File: config.mk
export PLATFORM = sky130hd
export DESIGN_NAME = video_dram_arb
export DESIGN_NICKNAME = d
export VERILOG_FILES = /design/src/rtl/video_dram_arb.sv
export SDC_FILE = /design/constraint.sdc
export NUM_CORES = 1
export LEC_CHECK = 0
export CAP_MARGIN = 20
export CORE_ASPECT_RATIO = 0.8
export CORE_MARGIN = 10
export CORE_UTILIZATION = 38
export DETAILED_ROUTE_END_ITERATION = 7
export PLACE_DENSITY_LB_ADDON = 0.12
export RECOVER_POWER = 25
export SLEW_MARGIN = 20
export SYNTH_ARGS = -nofsm -noshare
export SYNTH_HDL_FRONTEND = slang
export SYNTH_SLANG_ARGS = --single-unit
File: constraint.sdc
create_clock -name clk -period 3.5 [get_ports clk]
set_input_delay 1.05 -clock clk [delete_from_list [all_inputs] [get_ports clk]]
set_output_delay 1.05 -clock clk [all_outputs]
set_load 0.05 [all_outputs]
File: src/rtl/video_dram_arb.sv
// DRAM slot arbiter: splits DRAM cycles (one per cend) between video fetch, CPU and optional refresh.
// Optional refresh support is compiled in with `define VIDEO_ARB_REFRESH_EN.
module video_dram_arb #(
  parameter int RD_LAT  = 2,
  parameter int REF_PER = 64
) (
  input  logic        clk,
  input  logic        rst_n,
  input  logic        cend,
  input  logic        go,
  input  logic [1:0]  bw,
  input  logic [20:0] video_addr,
  output logic        video_next,
  output logic        video_strobe,
  output logic [15:0] video_data,
  input  logic        cpu_req,
  input  logic        cpu_rnw,
  input  logic [20:0] cpu_addr,
  input  logic [15:0] cpu_wdata,
  output logic        cpu_next,
  output logic        cpu_strobe,
  output logic [15:0] cpu_rdata,
  output logic        dram_req,
  output logic        dram_rnw,
  output logic [20:0] dram_addr,
  output logic [15:0] dram_wdata,
  output logic        dram_rfsh,
  input  logic [15:0] dram_rdata
);

  typedef enum logic [1:0] {
    TAG_NONE = 2'd0,
    TAG_V    = 2'd1,
    TAG_C    = 2'd2
  } tag_t;

  if (RD_LAT < 1 || RD_LAT > 4 || REF_PER < 2) begin : g_param_check
    $error("video_dram_arb: RD_LAT must be 1..4 and REF_PER at least 2");
  end

  logic [1:0]  r_phase;
  logic        r_go_d;
  logic        r_dram_req;
  logic        r_dram_rnw;
  logic [20:0] r_dram_addr;
  logic [15:0] r_dram_wdata;
  tag_t        r_tag [RD_LAT];

  logic [1:0]  w_phase;
  logic        w_slot_v;
  logic        w_ref_pend;
  logic        w_grant_v;
  logic        w_grant_c;
  tag_t        w_push;

  // A fresh go restarts the slot pattern so video always gets the first slot.
  assign w_phase = (go && !r_go_d) ? 2'd0 : r_phase;

  always_comb begin
    w_slot_v = 1'b0;
    if (go) begin
      if (bw[1])      w_slot_v = 1'b1;
      else if (bw[0]) w_slot_v = ~w_phase[0];
      else            w_slot_v = (w_phase == 2'd0);
    end
  end

  assign w_grant_v = cend & w_slot_v;
  assign w_grant_c = cend & ~w_slot_v & ~w_ref_pend & cpu_req;

  always_comb begin
    w_push = TAG_NONE;
    if (w_grant_v)                 w_push = TAG_V;
    else if (w_grant_c && cpu_rnw) w_push = TAG_C;
  end

  always_ff @(posedge clk or negedge rst_n) begin
    if (!rst_n) begin
      r_phase      <= 2'd0;
      r_go_d       <= 1'b0;
      r_dram_req   <= 1'b0;
      r_dram_rnw   <= 1'b0;
      r_dram_addr  <= 21'd0;
      r_dram_wdata <= 16'd0;
      for (int i = 0; i < RD_LAT; i++) r_tag[i] <= TAG_NONE;
    end else if (cend) begin
      r_phase    <= w_phase + 2'd1;
      r_go_d     <= go;
      r_dram_req <= w_grant_v | w_grant_c;
      if (w_grant_v) begin
        r_dram_rnw  <= 1'b1;
        r_dram_addr <= video_addr;
      end else if (w_grant_c) begin
        r_dram_rnw   <= cpu_rnw;
        r_dram_addr  <= cpu_addr;
        r_dram_wdata <= cpu_wdata;
      end
      r_tag[0] <= w_push;
      for (int i = 1; i < RD_LAT; i++) r_tag[i] <= r_tag[i-1];
    end
  end

`ifdef VIDEO_ARB_REFRESH_EN
  localparam int CW = $clog2(REF_PER);

  logic [CW-1:0] r_ref_cnt;
  logic          r_ref_pend;
  logic          r_dram_rfsh;
  logic          w_grant_r;

  assign w_ref_pend = r_ref_pend;
  assign w_grant_r  = cend & ~w_slot_v & r_ref_pend;

  // A wrap while a refresh is still pending just re-sets the flag; there is no backlog.
  always_ff @(posedge clk or negedge rst_n) begin
    if (!rst_n) begin
      r_ref_cnt   <= '0;
      r_ref_pend  <= 1'b0;
      r_dram_rfsh <= 1'b0;
    end else if (cend) begin
      r_dram_rfsh <= w_grant_r;
      if (r_ref_cnt == CW'(REF_PER - 1)) begin
        r_ref_cnt  <= '0;
        r_ref_pend <= 1'b1;
      end else begin
        r_ref_cnt <= r_ref_cnt + 1'b1;
        if (w_grant_r) r_ref_pend <= 1'b0;
      end
    end
  end

  assign dram_rfsh = r_dram_rfsh;
`else
  assign w_ref_pend = 1'b0;
  assign dram_rfsh  = 1'b0;
`endif

  assign video_next   = w_grant_v;
  assign cpu_next     = w_grant_c;
  assign video_strobe = cend & (r_tag[RD_LAT-1] == TAG_V);
  assign cpu_strobe   = cend & (r_tag[RD_LAT-1] == TAG_C);
  assign video_data   = dram_rdata;
  assign cpu_rdata    = dram_rdata;
  assign dram_req     = r_dram_req;
  assign dram_rnw     = r_dram_rnw;
  assign dram_addr    = r_dram_addr;
  assign dram_wdata   = r_dram_wdata;

endmodule
; ---- Word-level counts from Yosys, hierarchy flattened
; Index checks and enable logic that the tools add are counted.
[word_totals]
reg_bits = 46
latchBits = 0
ramBits = 0
rom_bits = 0
output_inout_bits = 76
n_memories = 0
[op_classes]
n_addsub = 1
n_mul = 0
n_div = 0
n_lt_le_gt_ge = 0
eq_ne = 2
shifts = 0
muxes = 10
bitwise_logic = 9
n_reduce_logical = 7
[op_table]
columns = op, n
row1 = 21-bit 2-to-1 mux, 2
row2 = 2-bit 2-to-1 mux, 3
row3 = 1-bit AND, 5
row4 = 1-bit 2-to-1 mux, 5
row5 = 1-bit NOT, 3
row6 = 3-bit AND reduction, 1
row7 = 2-bit by 1-bit adder with 2-bit output (second input constant), 1
row8 = 2-bit by 1-bit == test with 1-bit output (second input constant), 1
row9 = 2-bit == test (second input constant), 1
row10 = 1-bit logical AND, 2
row11 = 2-bit logical NOT, 1
row12 = 2-bit AND reduction, 1
row13 = 2-bit nonzero test, 1
row14 = 1-bit logical NOT, 1
row15 = 1-bit OR, 1

; ---- Longest topological paths before layout
; Gate-level depths: netlist of the first run.
[logic_depth]
depth_word = 13
mapped_depth = 9

; ---- Worst setup path after synthesis of the first run
; Ideal clock, no wire load.
[synth_path]
path_kind = input-to-output
startpoint = input port go
endpoint = output port video_next
t_arrival_ps = 2414
path_slack_ps = 36
path_stages = 8
path_cell_list = buf_4 -> nand2b_1 -> nand2_1 -> ha_1 -> o21a_1 -> a31oi_2 -> buf_4 -> inv_1
[synth_via]
elab_chain_cells = 7
[synth_lines]
columns = item, line_no
row1 = "start, declared", 10  ; input logic go,
row2 = 1-bit logical AND, 57  ; assign w_phase = (go && !r_go_d) ? 2'd0 : r_phase;
row3 = 2-bit 2-to-1 mux, 57
row4 = 2-bit logical NOT or 1-bit NOT (tied branches), "64, 63"
row5 = 1-bit 2-to-1 mux, 63  ; else if (bw[0]) w_slot_v = ~w_phase[0];
row6 = 1-bit 2-to-1 mux, 62  ; if (bw[1]) w_slot_v = 1'b1;
row7 = 1-bit 2-to-1 mux (*), 61  ; if (go) begin
row8 = 1-bit AND (*), 68  ; assign w_grant_v = cend & w_slot_v;
row9 = "end, declared", 13  ; output logic video_next,
; Mark *: on every way between the ends. The rest lies on a longest branch, timed or not.

; ---- Worst setup path after layout of the first run
; Same ends and word-level chain as after synthesis.

==> metrics, run 1 <==
final hold vios 0; Hold Crit Depth 1; peak supply drop around 0.25 mV; Initial DRC Count between 100 and 150; status finished, final reports clean; Peak Freq ~300 MHz; vias in the first global route approximately 2400; Routed Antenna Nets 0; RSZ-0062 raised after global routing false; cells on worst reg2reg path 7; fraction of layout cells with a size suffix above 1 0.1402; First-pass DRT Iterations 4; CP endpoint kind output pin; I/O pins between 150 and 200; r2r endpoint dram_addr[14]; CP bufs+invs 3; Mapped Area around 2700 sq um; Hold EP dram_wdata[10]; Avg WL per Cell ~20 um; RR Startpoint r_go_d; Vias between 2000 and 2500; Post-layout nets 410; worst relative slew slack 0.1254; # DRC 0; Starting Density 0.3948; Synth Flop Type dfrtp_1; crit start category primary input; Finish-stage setup viols 0; core area around 7000 sq um; PortBufs 108; Final WS setup 0.1718 ns; WS Path Type primary input to output pin; H-tree levels 2; worst path cell trace dlygate4sd2_1, nand2b_1, nand2_1, ha_1, o21a_1, a31oi_4, inv_2, buf_6; R2R setup slack ~1.3 ns; root buf cell clkbuf_8; Die H approximately 96 um; cell with the most instances after synthesis dfrtp_1; GRT Overall Usage 0.1487; power per cell area about 600 nW/um^2; pin count of the biggest net entering global routing 44; die footprint approximately 11000 sq um; Clock Latency Late Sink roughly 0.3 ns; LEAKAGE 1.558 nW; Top delay family on crit path buffers and inverters; post-synth top area cell dfrtp_1; CTS Buf Count 5; yosys warns 0; Fin Setup TNS 0 ns; clk sinks 46; Mapped Nets roughly 340; crit path max fanout 2; sequential share of the synthesized area 0.4211; Mean Syn Cell Area 10.60 sq um; CTS tree done; Worst Hold Class register to register; clk buf depth 2; Commonest cells post-synth 46 x dfrtp_1, 42 x a211oi_1, 36 x buf_4; GPL Wtd Cong ~0.79; FF+latch count, synth 46; total wire length ~8300 um; Rows 27; first-pass GRT wire length approximately 13000 um; Die X roughly 110 um; gate count of the mapped netlist around 260; initial antenna violation count 0; Crit path largest cell delay approximately 0.25 ns; DPL Wire Length ~5900 um; Worst EP required 2.45 ns; Final min period approximately 3.3 ns; Area growth syn-to-layout 36.93%; ys async rst share 1.000; Yosys cell types 30; max-cap violations 0; worst min-delay path startpoint dram_wdata[10]; Final period util 0.9509; CP max stage cell dlygate4sd2_1; Finished Core Util 0.5406; Synth top area share 0.4211; WP data arrival 2.28 ns; Post-synth EDFFs 0; Reg clk slew, reported paths about 0.090 ns; Worst Max-Slew Pin Slew between 1 and 1.5 ns; Slew Viols, Final 0; antenna cells 0; Synth area leaders dfrtp_1 42%, a211oi_1 12%, buf_4 9.9%; clk_skew 0.005196 ns; Hold-fix buffers, CTS 0; Overflow after GRT 0; pre-CTS WS -0.1698 ns; Vias/cell about 5.3
==> what timing repair did <==
item,in CTS,in global routing
setup endpoints to repair,2,0
resized for setup,5,0
setup buffers,1,0
==> registers in the layout, indices dropped and copies added, names as in the netlist <==
| register | cells |
|---|---|
| dram_addr | 21 |
| dram_req | 1 |
| dram_rnw | 1 |
| dram_wdata | 16 |
| r_go_d | 1 |
| r_phase | 2 |
| r_tag | 4 |
==> routing by layer <==
metal	share of wire	vias to the layer above	global-route usage	routed length, um
met5	0	-	0	0
met4	0.019	0	0.04938	155
met3	0.065	22	0.03856	543
met2	0.47	68	0.2401	3960
met1	0.44	1067	0.1907	3679
li1	-	1053	-	-
==> through the flow <==
step	cell area [sq um]	cells	total power [mW]	hold WS, ns
5_1_grt	3744	415	2.297	0.5281
6_report	3744	415	2.184	0.5105
4_1_cts	3749	415	2.211	0.5168
2_1_floorplan	2734	258	1.548	0.4793
3_5_place_dp	3636	406	1.860	0.4941
3_3_place_gp	3636	406	1.847	0.4878
==> how the worst max path moves through the flow <==
| stage | from | to | slack (ns) | cells after the start |
|---|---|---|---|---|
| after detailed placement | go | video_next | -0.17 | 8 |
| after global placement | go | video_next | -0.12 | 8 |
| final | go | video_next | 0.17 | 8 |
| after global routing | go | video_next | 0.08 | 8 |
| after floorplan | go | video_next | 0.04 | 8 |
| after CTS | go | video_next | 0.16 | 8 |
==> kinds of logic (layout without fill, tap and decap cells) <==
kind of cell | Yosys count | after routing | synth area share
AO/OA/AOI/OAI | 73 | 73 | 0.2101
buffers and inverters | 61 | 131 | 0.1446
AND/OR/NAND/NOR | 55 | 55 | 0.1208
flip-flops | 46 | 46 | 0.4211
multiplexers | 21 | 21 | 0.09748
adder cells (fa/ha/maj) | 1 | 1 | 0.004576
other | 1 | 1 | 0.001372
==> cell type report <==
type	count	area [sq um]
Clock inverter	3	21.27
Timing Repair Buffer	119	1182
Inverter	4	15.01
Sequential cell	46	1151
Fill cell	647	3182
Clock buffer	5	68.82
Multi-Input combinational cell	151	1196
Tap cell	87	108.9
==> worst reg2reg max path, stage by stage (launching register included) <==
cell and delay [ns]:
dfrtp_1 0.41, nand2b_1 0.16, nand2_1 0.08, ha_1 0.17, o21a_1 0.19, buf_4 0.14, and3_1 0.74, o22a_1 0.22
==> layout by cell type (no fill, tap or decap), types with 3 or more instances in the layout <==
cell type | netlist | routed
clkdlybuf4s50_1 | 0 | 101
dfrtp_1 | 46 | 46
a211oi_1 | 42 | 42
nor2_1 | 23 | 23
and3b_1 | 22 | 22
o22a_1 | 21 | 21
mux2_2 | 13 | 13
buf_4 | 36 | 9
mux2_4 | 8 | 8
clkbuf_8 | 0 | 5
nand2_1 | 4 | 4
and3_1 | 3 | 3
inv_1 | 4 | 3
buf_12 | 1 | 3
==> power by group <==
group	internal [mW]	total, mW	leakage (nW)	switching, mW
Sequential	0.663	0.754	0.531	0.0916
Clock	0.141	0.336	0.0441	0.196
Combinational	0.440	1.09	0.983	0.653
Total	1.24	2.18	1.56	0.941
(Power assumes the default switching activity.)
==> run 2, diff against run 1 <==
SLEW_MARGIN = default   (was 20)
==> results of run 2 <==
No change in the layout: final DEF, timing and power equal those of run 1.
